$ cat src/rtl/divider_scheduler.sv
`timescale 1ns/1ps
// Round-robin front end that shares one fixed-latency iterative divider among NREQ clients.
// Sequences start/wait/capture and returns each result with a one-cycle ack to the grantee.
module divider_scheduler #(
   parameter int unsigned NREQ    = 4,
   parameter int unsigned LATENCY = 17
) (
   input  logic                clk,
   input  logic                reset,
   input  logic [NREQ-1:0]     req,
   input  logic [8*NREQ-1:0]   dividend_in,
   input  logic [7*NREQ-1:0]   divisor_in,
   output logic [NREQ-1:0]     ack,
   output logic [7:0]          quotient_out,
   output logic [6:0]          remainder_out,
   output logic                err,
   output logic                busy,
   output logic                div_start,
   output logic [7:0]          div_dividend,
   output logic [6:0]          div_divisor,
   input  logic [7:0]          div_quotient,
   input  logic [6:0]          div_remainder,
   input  logic                div_valid
);

   localparam int unsigned DW   = 8;
   localparam int unsigned VW   = 7;
   localparam int unsigned IDXW = (NREQ > 1) ? $clog2(NREQ) : 1;
   localparam int unsigned CNTW = $clog2(LATENCY + 1);
   localparam logic [NREQ-1:0] ONE_HOT0 = NREQ'(1);

   typedef enum logic [1:0] {S_IDLE, S_START, S_WAIT, S_DONE} state_t;

   state_t            r_state;
   state_t            w_state_nxt;
   logic [IDXW-1:0]   r_ptr;
   logic [CNTW-1:0]   r_cnt;
   logic [NREQ-1:0]   r_ack;
   logic [DW-1:0]     r_quotient;
   logic [VW-1:0]     r_remainder;
   logic              r_err;
   logic              r_busy;
   logic              r_start;
   logic [DW-1:0]     r_dividend;
   logic [VW-1:0]     r_divisor;

   logic              w_gnt_found;
   logic [IDXW-1:0]   w_gnt_idx;
   logic [IDXW-1:0]   w_cand;
   logic [DW-1:0]     w_sel_dividend;
   logic [VW-1:0]     w_sel_divisor;

   // First set request searching upward from pointer+1 with wrap.
   always_comb begin
      w_gnt_found = 1'b0;
      w_gnt_idx   = '0;
      w_cand      = '0;
      for (int unsigned i = 1; i <= NREQ; i++) begin
         w_cand = IDXW'((32'(r_ptr) + i) % NREQ);
         if (!w_gnt_found && req[w_cand]) begin
            w_gnt_found = 1'b1;
            w_gnt_idx   = w_cand;
         end
      end
   end

   always_comb begin
      w_sel_dividend = '0;
      w_sel_divisor  = '0;
      for (int unsigned i = 0; i < NREQ; i++) begin
         if (w_gnt_idx == IDXW'(i)) begin
            w_sel_dividend = dividend_in[DW*i +: DW];
            w_sel_divisor  = divisor_in[VW*i +: VW];
         end
      end
   end

   always_ff @(posedge clk or negedge reset) begin
      if (!reset) r_state <= S_IDLE;
      else        r_state <= w_state_nxt;
   end

   always_comb begin
      w_state_nxt = r_state;
      case (r_state)
         S_IDLE:  if (w_gnt_found) w_state_nxt = (w_sel_divisor == '0) ? S_DONE : S_START;
         S_START: w_state_nxt = S_WAIT;
         S_WAIT:  if (r_cnt == '0) w_state_nxt = S_DONE;
         S_DONE:  w_state_nxt = S_IDLE;
         default: w_state_nxt = S_IDLE;
      endcase
   end

   // Datapath and registered outputs; a zero divisor short-circuits straight to the ack.
   always_ff @(posedge clk or negedge reset) begin
      if (!reset) begin
         r_ptr       <= IDXW'(NREQ - 1);
         r_cnt       <= '0;
         r_ack       <= '0;
         r_quotient  <= '0;
         r_remainder <= '0;
         r_err       <= 1'b0;
         r_busy      <= 1'b0;
         r_start     <= 1'b0;
         r_dividend  <= '0;
         r_divisor   <= '0;
      end else begin
         r_ack   <= '0;
         r_start <= (w_state_nxt == S_START);
         r_busy  <= (w_state_nxt != S_IDLE);
         case (r_state)
            S_IDLE: begin
               if (w_gnt_found) begin
                  r_ptr      <= w_gnt_idx;
                  r_dividend <= w_sel_dividend;
                  r_divisor  <= w_sel_divisor;
                  if (w_sel_divisor == '0) begin
                     r_quotient  <= 8'hFF;
                     r_remainder <= 7'h00;
                     r_err       <= 1'b1;
                     r_ack       <= ONE_HOT0 << w_gnt_idx;
                  end
               end
            end
            S_START: r_cnt <= CNTW'(LATENCY - 1);
            S_WAIT: begin
               if (r_cnt == '0) begin
                  r_quotient  <= div_quotient;
                  r_remainder <= div_remainder;
                  r_err       <= ~div_valid;
                  r_ack       <= ONE_HOT0 << r_ptr;
               end else begin
                  r_cnt <= r_cnt - CNTW'(1);
               end
            end
            default: ;
         endcase
      end
   end

   assign ack           = r_ack;
   assign quotient_out  = r_quotient;
   assign remainder_out = r_remainder;
   assign err           = r_err;
   assign busy          = r_busy;
   assign div_start     = r_start;
   assign div_dividend  = r_dividend;
   assign div_divisor   = r_divisor;

endmodule

$ cat config.mk
export PLATFORM = sky130hd
export DESIGN_NAME = divider_scheduler
export DESIGN_NICKNAME = d
export VERILOG_FILES = /design/src/rtl/divider_scheduler.sv
export SDC_FILE = /design/constraint.sdc
export NUM_CORES = 1
export LEC_CHECK = 0
export BUFFER_PORTS_ARGS = -buffer_cell sky130_fd_sc_hd__buf_2
export CORE_MARGIN = 4
export CORE_UTILIZATION = 50
export DETAILED_ROUTE_END_ITERATION = 7
export PLACE_DENSITY = 0.8
export RECOVER_POWER = 25
export SLEW_MARGIN = 20
export SYNTH_ARGS = -nofsm -noshare
export SYNTH_HDL_FRONTEND = slang
export SYNTH_SLANG_ARGS = --single-unit
$ cat constraint.sdc
create_clock -name clk -period 5.12 [get_ports clk]
set_input_delay 0.256 -clock clk [delete_from_list [all_inputs] [get_ports clk]]
set_output_delay 0.256 -clock clk [all_outputs]
set_load 0.1 [all_outputs]
# After elaboration in Yosys (flattened, before gate mapping)
# Cells that the tools add are included.
# word_totals
reg_bits	46
out_inout_bits	37
# classes
n_addsub	5
magnitude_cmp	4
n_eq_ne	11
shifts	2
n_mux	46
bitwise	1
reduce_logical	16
# op_table
operator	n
$mux W8	7
$mux W7	7
$pmux W8 S2	1
$mux W2	7
$pmux W7 S2	1
$lt A2 B3 Y1 const B	4
$mux W4	3
$mux W1	11
$pmux W5 S2	1
$bmux W1 S2	4
$eq A2 B2 Y1 const B	4
$ne A2 B2 Y1 const B	4
$pmux W2 S4	1
$pmux W4 S2	1
$shl A1 B2 Y4 const A	2
$logic_not A7 Y1	1
$eq A2 B1 Y1 const B	3
$reduce_bool A2 Y1	3
$logic_not A5 Y1	1
$mux W5	1
$sub A5 B1 Y5 const B	1
$add A2 B1 Y2 const B	2
$add A2 B2 Y2 const B	2
$logic_not A2 Y1	2
other kinds (6)	11

# Depth between registers and ports, before layout
# Gate-level depths: netlist (run 1).
# depth
ltp_word	23
ltp_mapped	16
depth_no_buf	11

# Least setup slack after synthesis (run 1)
# OpenSTA, ideal clock, no wires.
# synth_timing
kind	register -> register
start	register r_ptr[0]
end	register r_remainder[4] (netlist: remainder_out[4])
arrival_time_ns	3.881
t_required_ns	5.002
path_slack_ns	1.120
path_stages_with_launch	17
n_path_buf	5
synth_period_minus_slack_ns	4.000
cell_sequence	dfstp_2 buf_6 inv_1 ha_1 clkbuf_1 mux4_2 nor2b_2 o21ai_1 a32oi_2 buf_6 mux4_2 nor2_2 nand3_2 or3_1 buf_2 buf_6 a21o_1
# synth_between
elab_chain_len	21
elab_cells_between_ends	38
# synth_rtl
item	line	text
from (decl)	36	logic [IDXW-1:0] r_ptr;
from (signal assigned)	97	r_ptr <= IDXW'(NREQ - 1);
from (signal assigned)	114	r_ptr <= w_gnt_idx;
$add A2 B1 Y2	59	w_cand = IDXW'((32'(r_ptr) + i) % NREQ);
$bmux W1 S2	60	if (!w_gnt_found && req[w_cand]) begin
$mux W1 (implied by the code)	60	
$mux W1	60	
$logic_not A1 Y1	60	
$logic_and A1 B1 Y1	60	
$mux W1	60	
$logic_not A1 Y1	60	
[2 not listed]	-	
$logic_not A1 Y1	60	
$logic_and A1 B1 Y1	60	
$mux W2	60	
$logic_not A2 Y1	71	if (w_gnt_idx == IDXW'(i)) begin
$mux W7 (4 in series)	71	
$logic_not A7 Y1	117	if (w_sel_divisor == '0) begin
$ne A2 B2 Y1 (no line)	-	
$reduce_and A4 Y1 (no line) (*)	-	
to (signal assigned)	129	r_remainder <= div_remainder;
to (decl)	40	logic [VW-1:0] r_remainder;
# Every way passes the cells marked *; elsewhere a longest branch is shown, timed or not. The select of a mux whose other input is x is not followed.
# A chain may end at the register's enable or synchronous reset.

# Final worst setup path (run 1)
# layout_timing
start	register r_ptr[1]
end	register r_remainder[1] (netlist: remainder_out[1])
# The elaborated chain is that of the path after synthesis.

==> results of run 1 <==
[flip-flops by register name, summed over array words and instances (netlist names)]
signal and count:
div_dividend 8, quotient_out 8, div_divisor 7, remainder_out 7, r_cnt 5, ack 4, r_ptr 2, r_state 2
busy 1, div_start 1, err 1
[metal layers]
layer / wire [µm] / vias up / part of all wire [%] / global-route usage, %
li1: - / 1581 / - / -
met1: 3760 / 1561 / 41 / 30.6
met2: 4450 / 180 / 48 / 38.7
met3: 937 / 9 / 10 / 4.98
met4: 97 / 0 / 1.0 / 7.17
met5: 0 / - / 0 / 0
[Yosys cell counts (2+ instances only)]
library cell / count
nand4_1: 5
clkbuf_1: 22
o221ai_1: 2
buf_6: 5
a21o_1: 7
ha_1: 9
a21oi_1: 24
xor2_1: 2
a211oi_1: 3
nor2b_2: 2
nor3_1: 2
o32ai_1: 9
nand3_1: 25
o21ai_0: 50
mux2i_1: 12
inv_1: 12
dfstp_2: 2
dfrtp_1: 44
nor2_1: 18
buf_2: 3
nand2_1: 40
mux2_2: 13
mux4_2: 8
a31oi_1: 9
clkinv_1: 2
o41ai_1: 7
o211ai_1: 2
[through the flow]
step           setup WS (ns)  area (µm²)
3_3_place_gp           0.896        3890
6_report               0.751        4050
3_5_place_dp           0.784        3890
2_1_floorplan           1.12        3300
4_1_cts                0.757        4040
5_1_grt                0.524        4050
[cell type report]
class                   instances  area, µm²
fillers                       550       2340
multi-input cells             277       1940
flip-flops and latches         46       1150
repair buffers                127        659
well taps                      77       96.3
clock buffers                   6       82.6
clock inverters                 2       60.1
inverters                      15       56.3
[how the worst min path moves through the flow]
stage,start,end,slack [ns],cells after the start
6_report,div_valid,err,0.27,4
5_1_grt,div_valid,err,0.28,4
4_1_cts,reset,quotient_out[1],0.16,1
3_5_place_dp,div_divisor[0],div_divisor[0],0.45,2
3_3_place_gp,div_dividend[2],div_dividend[2],0.46,2
2_1_floorplan,reset,ack[0],-0.04,0
[kinds of logic (layout without fill, tap and decap cells)]
kind of cell	Yosys count	in the layout	synth area share (%)
AOI/OAI and AO/OA	127	127	25.3
and+or+nand+nor	105	105	15.5
DFF	46	46	35.0
buffers and inverters	46	150	6.49
muxes	33	33	13.5
adders and majority gates	9	9	3.41
xor gates and xnor gates	3	3	0.797
[repair_timing]
| item | CTS | global route |
|---|---|---|
| resized for setup | 0 | 0 |
| hold endpoints to repair | 0 | 30 |
| setup endpoints to repair | 0 | 0 |
| hold buffers | 0 | 1 |
[critical path: cells and delay by family, from the launching register on]
family	cells	cell delay, ns
buffers and inverters	2	0.27
AOI/OAI and AO/OA	2	0.39
DFF	1	0.68
adders and majority gates	1	0.45
muxes	2	1.01
and+or+nand+nor	4	1.46
==> metrics, run 1 <==
status=finished, violations left; failing checks=capacitance limit, slew limit; Final Hold Violating Endpoints=0; Skew-Pair Late Insertion Delay=0.30 ns; Worst-path clk slew=0.09 ns; top cells by area in the synthesized netlist=dfrtp_1 (33%), o21ai_0 (7.6%), mux4_2 (5.5%), nand2_1 (4.6%), mux2_2 (4.4%); via count of the first global-routing pass=3,180; cell repeated most along the worst path=mux4_2; WL per Instance=16.8 µm; area share of the largest cell type after synthesis=33.4%; Relative slew margins=-67.3%; fraction of registers with async set/reset=100%; measured slew at the worst slew-check pin=2.51 ns; largest stage delay on the critical path=0.68 ns; routed via count=3,331; net count after synthesis=460; Worst Hold Class=input port to flop; number of primary I/O pins=119; Detail Route Antenna Nets=0; synthesized area divided by synthesized cell count=8.94 µm²; critical path data arrival time=4.57 ns; number of antenna violations at the first check in global routing=0; Starting DRT DRC Count=195; most common cell after layout, fill and taps aside=buf_2; setup violators final=0; launching point of the worst reg2reg path=r_ptr[1]; FF-to-FF path depth=11; Post-CTS Setup Repair Bufs=0; Final Critical Period=4.37 ns; top_reg_cell synth=dfrtp_1; Req. time, crit path=5.32 ns; number of antenna diodes=0; width of the chip=89.2 µm; Remaining DRCs=0; number of maximum-capacitance constraint violations=1; register bit count reported by yosys=46; GPL Wtd Cong=0.833; DR vias/cell=6.06; TritonCTS buffer count=5; total core area=0.00639 mm²; largest buffer count on any clock path=2; chain of cells forming the critical path=inv_1 -> ha_1 -> mux4_2 -> nor2b_2 -> o211ai_4 -> nand2_4 -> mux4_2 -> nor3_2 -> inv_2 -> or3_1 -> a21o_1; non-filler cells, final=550; total half-perimeter wirelength after legalization and detailed placement=6730 µm; drt pass-1 iters=5; Total Negative Setup Slacks=0 ns; quantity of I/O buffers inserted on ports=118; final cycle utilization of the critical path=85.3%; unrepaired setup endpoints after global routing=false; Clk Tree Root Cell=clkbuf_8; count of clock tree sinks=46; sort of element at the start of the critical path=flop; EDFF count, synth=0; instance count of the mapped netlist=369; number of rows in the core area=29; top library cells by usage in the layout, fill and taps aside=buf_2 (117), o21ai_0 (50), dfrtp_1 (44); layout cells sized above 1=35.9%; largest fanout on the critical path=24; wire length of the first global-routing pass=14,700 µm; Layout Nets=563; worst r2r dst=remainder_out[1]; Critical Path End Type=flop; sequential cell area fraction in the yosys report=35.0%; CTS tree=yes; crit path capture=remainder_out[1]; maximum number of pins on one net before global-route repair=47; type of the worst setup path=flop to flop; grt ovf=0; fmax=0.229 GHz; post-route core utilization=63.3%; Worst setup startpoint=r_ptr[1]; maximum level of the CTS H-tree=2; effective utilization at floorplan=51.6%; slowest CP cell=dfstp_2; Setup Skew=0.00796 ns; Synth Cell Area=0.00330 mm²; layout overhead on the synthesized area=22.6%; vertical die dimension=89.2 µm; Die Area=0.00796 mm²; number of distinct library cells after synthesis=57; largest area contributor in the synthesized netlist=dfrtp_1; Post-Route WL=9240 µm; total track usage=23.3%; final count of pins violating max slew=47; number of cells in the design after placement=541; number of warnings issued by yosys=0; tightest hold margin=0.269 ns; r2r setup slk=0.75 ns
Power of run 1 is left out: the tool's default activity adds up to more than one toggle a clock period on the data nets, which glitch-free logic cannot reach.
==> inputs of run 2 (changes only) <==
- BUFFER_PORTS_ARGS: -buffer_cell sky130_fd_sc_hd__buf_2 -> -buffer_cell sky130_fd_sc_hd__buf_4
==> metrics, run 2 (synthesis results as in run 1) <==
status=finished, violations left; failing checks=capacitance limit, slew limit; final count of pins violating max slew=47 (unchanged); Worst Hold Path Cells=4 (unchanged); most common cell after layout, fill and taps aside=buf_4; number of antenna violations at the first check in global routing=0 (unchanged); Post-CTS Setup Repair Bufs=0 (unchanged); Worst Hold Class=input port to flop; r2r setup slk=0.40 ns (-0.35 ns); maximum number of pins on one net before global-route repair=47 (unchanged); Layout Nets=562 (-0.18%); GPL Wtd Cong=0.920 (+10%); wire length of the first global-routing pass=15,400 µm (+4.8%); vertical die dimension=89.2 µm (unchanged); setup violators final=0 (unchanged); slowest CP cell=dfstp_2; sink of the worst hold path=err; non-filler cells, final=549 (-0.18%); chain of cells forming the critical path=inv_1 -> ha_1 -> mux4_2 -> nor2b_2 -> o211ai_4 -> nand2_4 -> mux4_2 -> nor3_2 -> inv_2 -> or3_1 -> a21o_1; Final Critical Period=4.72 ns (+0.349 ns); width of the chip=89.2 µm (unchanged); total half-perimeter wirelength after legalization and detailed placement=6980 µm (+3.7%); number of antenna diodes=0 (unchanged); Skew-Pair Late Insertion Delay=0.31 ns (about the same); number of primary I/O pins=119 (unchanged); Critical Path End Type=flop; FF-to-FF path depth=11 (unchanged); type of the worst setup path=flop to flop; largest stage delay on the critical path=0.83 ns (+0.15 ns); DR vias/cell=6.02 (-0.60%); via count of the first global-routing pass=3,331 (+4.7%); Relative slew margins=-66.4% (+0.89 points); CTS tree=yes; Req. time, crit path=5.32 ns (about the same); top library cells by usage in the layout, fill and taps aside=buf_4 (124), o21ai_0 (50), dfrtp_1 (44); grt ovf=0 (unchanged); measured slew at the worst slew-check pin=2.50 ns (-0.0133 ns); total core area=0.00639 mm² (unchanged); Post-Route WL=9300 µm (+0.60%); largest buffer count on any clock path=2 (unchanged); Detail Route Antenna Nets=0 (unchanged); worst r2r dst=remainder_out[4]; total area of sequential cells=0.00115 mm² (unchanged); critical path data arrival time=4.92 ns (+0.35 ns); maximum level of the CTS H-tree=2 (unchanged); layout overhead on the synthesized area=29.8%; routed via count=3,305 (-0.78%); post-route core utilization=67.0% (+3.7 points); drt pass-1 iters=5 (unchanged); quantity of I/O buffers inserted on ports=118 (unchanged); Remaining DRCs=0 (unchanged); Final Hold Violating Endpoints=0 (unchanged); total track usage=24.1% (+0.82 points); DP Worst Slack=0.431 ns (-0.353 ns); Die Area=0.00796 mm² (unchanged); TritonCTS buffer count=5 (unchanged); count of clock tree sinks=46 (unchanged); multi-input combinational cell area=0.00194 mm² (unchanged); Clk Tree Root Cell=clkbuf_8; Starting DRT DRC Count=182 (-6.7%); fmax=0.212 GHz (-7.4%); final cycle utilization of the critical path=92.1% (+6.8 points); worst min-delay path startpoint=div_valid; Total Negative Setup Slacks=0 ns (unchanged); cell repeated most along the worst path=mux4_2; number of rows in the core area=29 (unchanged); effective utilization at floorplan=51.6% (unchanged); Setup Skew=0.00868 ns (+0.000713 ns); minimum setup slack in the final design=0.402 ns (-0.349 ns); sort of element at the start of the critical path=flop; launching point of the worst reg2reg path=r_ptr[0]; unrepaired setup endpoints after global routing=false; layout cells sized above 1=35.8% (-0.14 points); Worst-path clk slew=0.09 ns (about the same); WL per Instance=16.9 µm (+0.78%); largest fanout on the critical path=24 (unchanged); number of cells in the design after placement=540 (-0.18%); number of maximum-capacitance constraint violations=1 (unchanged); total of fill cells in the finished design=548 (-0.36%)
run 2: cell type report:
type / instances / area share [%]
clock buffers: 5 / 1.61
clock inverters: 3 / 0.584
inverters: 15 / 1.32
multi-input cells: 277 / 45.2
flip-flops and latches: 46 / 26.9
well taps: 77 / 2.25
repair buffers: 126 / 22.1
run 2: what timing repair did:
item	4_1_cts	5_1_grt
resized for setup	0	0
hold endpoints to repair	44	0
hold buffers	1	0
run 2: layer usage:
metal | vias up | wire, µm | GRT usage (%)
met5 | - | 0 | 0
met4 | 0 | 110 | 6.36
met3 | 12 | 959 | 6.27
met2 | 161 | 4490 | 40.2
met1 | 1560 | 3740 | 31.3
li1 | 1572 | - | -
run 2: through the flow:
step | hold slack (ns) | area [µm²]
after floorplan | -0.0396 | 3300
after CTS | 0.242 | 4290
after detailed placement | 0.305 | 4180
final | 0.248 | 4280
after global routing | 0.257 | 4280
after global placement | 0.294 | 4180
run 2: worst max-delay path: cells and delay by family (launching register included):
| family | cells | cell delay (ns) |
|---|---|---|
| AO/OA/AOI/OAI | 2 | 0.39 |
| adder cells (fa/ha/maj) | 1 | 0.49 |
| buffers and inverters | 2 | 0.38 |
| flip-flops | 1 | 0.83 |
| multiplexers | 2 | 1.02 |
| AND/OR/NAND/NOR | 4 | 1.47 |
run 2: worst max path at each step:
stage,end,cells after the start,startpoint
after CTS,remainder_out[4],11,r_ptr[0]
after global placement,remainder_out[2],11,r_ptr[0]
after detailed placement,remainder_out[4],11,r_ptr[0]
after global routing,remainder_out[4],11,r_ptr[0]
after floorplan,remainder_out[4],16,r_ptr[0]
final,remainder_out[4],11,r_ptr[0]
Power of run 2 is left out for the same reason.
==> inputs of run 3 (changes only) <==
- CORE_UTILIZATION: 50 -> 46
- PLACE_DENSITY: 0.8 -> 0.78
- RECOVER_POWER: 25 -> 50
- clock period: 5.12 -> 3.8 ns (I/O delays scaled with it)
==> metrics, run 3 (synthesis results as in run 1) <==
number of antenna violations at the first check in global routing=0 (unchanged); met1 layer usage reported by global route=30.2% (-1.1 points); Post-Route WL=9960 µm (+7.2%); Setup Skew=0.00641 ns (-0.00227 ns); most common cell after layout, fill and taps aside=buf_4; maximum level of the CTS H-tree=2 (unchanged); total core area=0.00687 mm² (+7.6%); measured slew at the worst slew-check pin=2.51 ns (+0.0116 ns); total area of sequential cells=0.00115 mm² (unchanged); maximum number of pins on one net before global-route repair=47 (unchanged); WL per Instance=17.0 µm (+0.58%); grt ovf=0 (unchanged); via count of the first global-routing pass=3,421 (+2.7%); layout overhead on the synthesized area=34.6%; type of the worst setup path=flop to flop; GPL Wtd Cong=0.909 (-1.2%); fmax=0.271 GHz (+28%); final cycle utilization of the critical path=97.0% (+4.9 points); effective utilization at floorplan=48.0% (-3.6 points); met3 Usage GRT=6.58% (+0.31 points); Relative slew margins=-67.1% (-0.77 points); Detail Route Antenna Nets=0 (unchanged); total of fill cells in the finished design=569 (+3.8%); number of maximum-capacitance constraint violations=1 (unchanged); layer with the highest usage after global routing=met2; Final Critical Period=3.69 ns (-1.03 ns); largest fanout on the critical path=24 (unchanged); multi-input combinational cell area=0.00202 mm² (+4.3%); status=finished, violations left; CTS tree=yes; quantity of I/O buffers inserted on ports=118 (unchanged); critical path data arrival time=3.88 ns (-1.04 ns); Die Area=0.00859 mm² (+7.9%); final count of pins violating max slew=47 (unchanged); number of rows in the core area=30 (+3.4%); drt pass-1 iters=5 (unchanged); Starting DRT DRC Count=249 (+37%); post-route core utilization=64.6% (-2.4 points); Critical Path End Type=flop; Worst Hold Class=input port to flop; total track usage=22.5% (-1.6 points); wire length of the first global-routing pass=15,900 µm (+3.5%); top library cells by usage in the layout, fill and taps aside=buf_4 (123), o21ai_0 (50), dfrtp_1 (44); layout cells sized above 1=35.8% (about the same); Final Hold Violating Endpoints=0 (unchanged); setup violators final=0 (unchanged); TritonCTS buffer count=5 (unchanged); failing checks=capacitance limit, slew limit; width of the chip=92.7 µm (+3.9%); Clk Tree Root Cell=clkbuf_8; Remaining DRCs=0 (unchanged); number of antenna diodes=0 (unchanged); routed via count=3,545 (+7.3%); total half-perimeter wirelength after legalization and detailed placement=7040 µm (+0.95%); GR met2 Demand/Resource=35.8% (-4.4 points); Worst-path clk slew=0.09 ns (about the same); Layout Nets=579 (+3.0%); Skew-Pair Late Insertion Delay=0.30 ns (about the same); number of primary I/O pins=119 (unchanged); DR vias/cell=6.06 (+0.66%); largest buffer count on any clock path=2 (unchanged); vertical die dimension=92.7 µm (+3.9%); sort of element at the start of the critical path=flop; Req. time, crit path=3.99 ns (-1.33 ns); count of clock tree sinks=46 (unchanged)
run 3: cell types whose count changed in the layout (fill, tap and decap cells not counted), sizes merged:
| cell | previous run | this run |
|---|---|---|
| buf | 124 | 123 |
| clkbuf | 6 | 25 |
| clkinv | 3 | 2 |
| inv | 14 | 13 |
| or3 | 1 | 2 |
run 3: worst max-delay path: stages, from the launching register on:
cell,delay [ns]
dfstp_2,0.58
inv_2,0.09
ha_1,0.32
buf_4,0.17
mux4_2,0.40
o21ai_4,0.27
nand2_8,0.16
mux4_2,0.51
nor3_4,0.35
inv_4,0.08
or3_4,0.45
a21o_1,0.18
run 3: final timing paths:
kind                       slack (ns)       startpoint  depth (start not counted)               end
hold / removal                   0.19        div_valid                          4               err
min in group asynchronous        1.21            reset                          2   quotient_out[2]
setup / recovery                 0.11         r_ptr[0]                         11  remainder_out[2]
hold reg to reg                  0.48  div_dividend[7]                          2   div_dividend[7]
setup reg to reg                 0.11         r_ptr[0]                         11  remainder_out[2]
max in group asynchronous        1.17            reset                          2            ack[3]
run 3: final cells by class:
| cell class | count | area share [%] |
|---|---|---|
| clock buffer | 7 | 1.72 |
| clock inverter | 1 | 0.169 |
| inverter | 15 | 1.33 |
| multi-input combinational | 278 | 45.5 |
| sequential | 46 | 26.0 |
| tap | 96 | 2.71 |
| timing repair buffer | 142 | 22.6 |
run 3: metrics by stage:
step | setup WS [ns] | area, µm² | setup TNS [ns] | instances | hold slack (ns)
floorplan | 0.0199 | 3310 | 0 | 369 | -0.106
CTS | 0.0192 | 4370 | 0 | 575 | 0.179
global placement | -0.0878 | 4260 | -0.809 | 566 | 0.224
global route | -0.0829 | 4440 | -0.211 | 585 | 0.230
detailed placement | -0.220 | 4260 | -2.80 | 566 | 0.240
finish | 0.113 | 4440 | 0 | 585 | 0.189
run 3: repair_timing:
item | 4_1_cts | 5_1_grt
cloned | 0 | 1
pin swaps | 1 | 3
setup buffers | 0 | 9
hold buffers | 1 | 0
setup endpoints to repair | 16 | 18
endpoints found under the hold margin | 44 | 0
gates resized for setup | 2 | 10
run 3: routing by layer:
metal / part of all wire, % / vias up
met2: 48 / 211
met1: 40 / 1708
met4: 1.5 / 0
met5: 0 / -
met3: 11 / 18
li1: - / 1608
Power of run 3 is left out for the same reason.
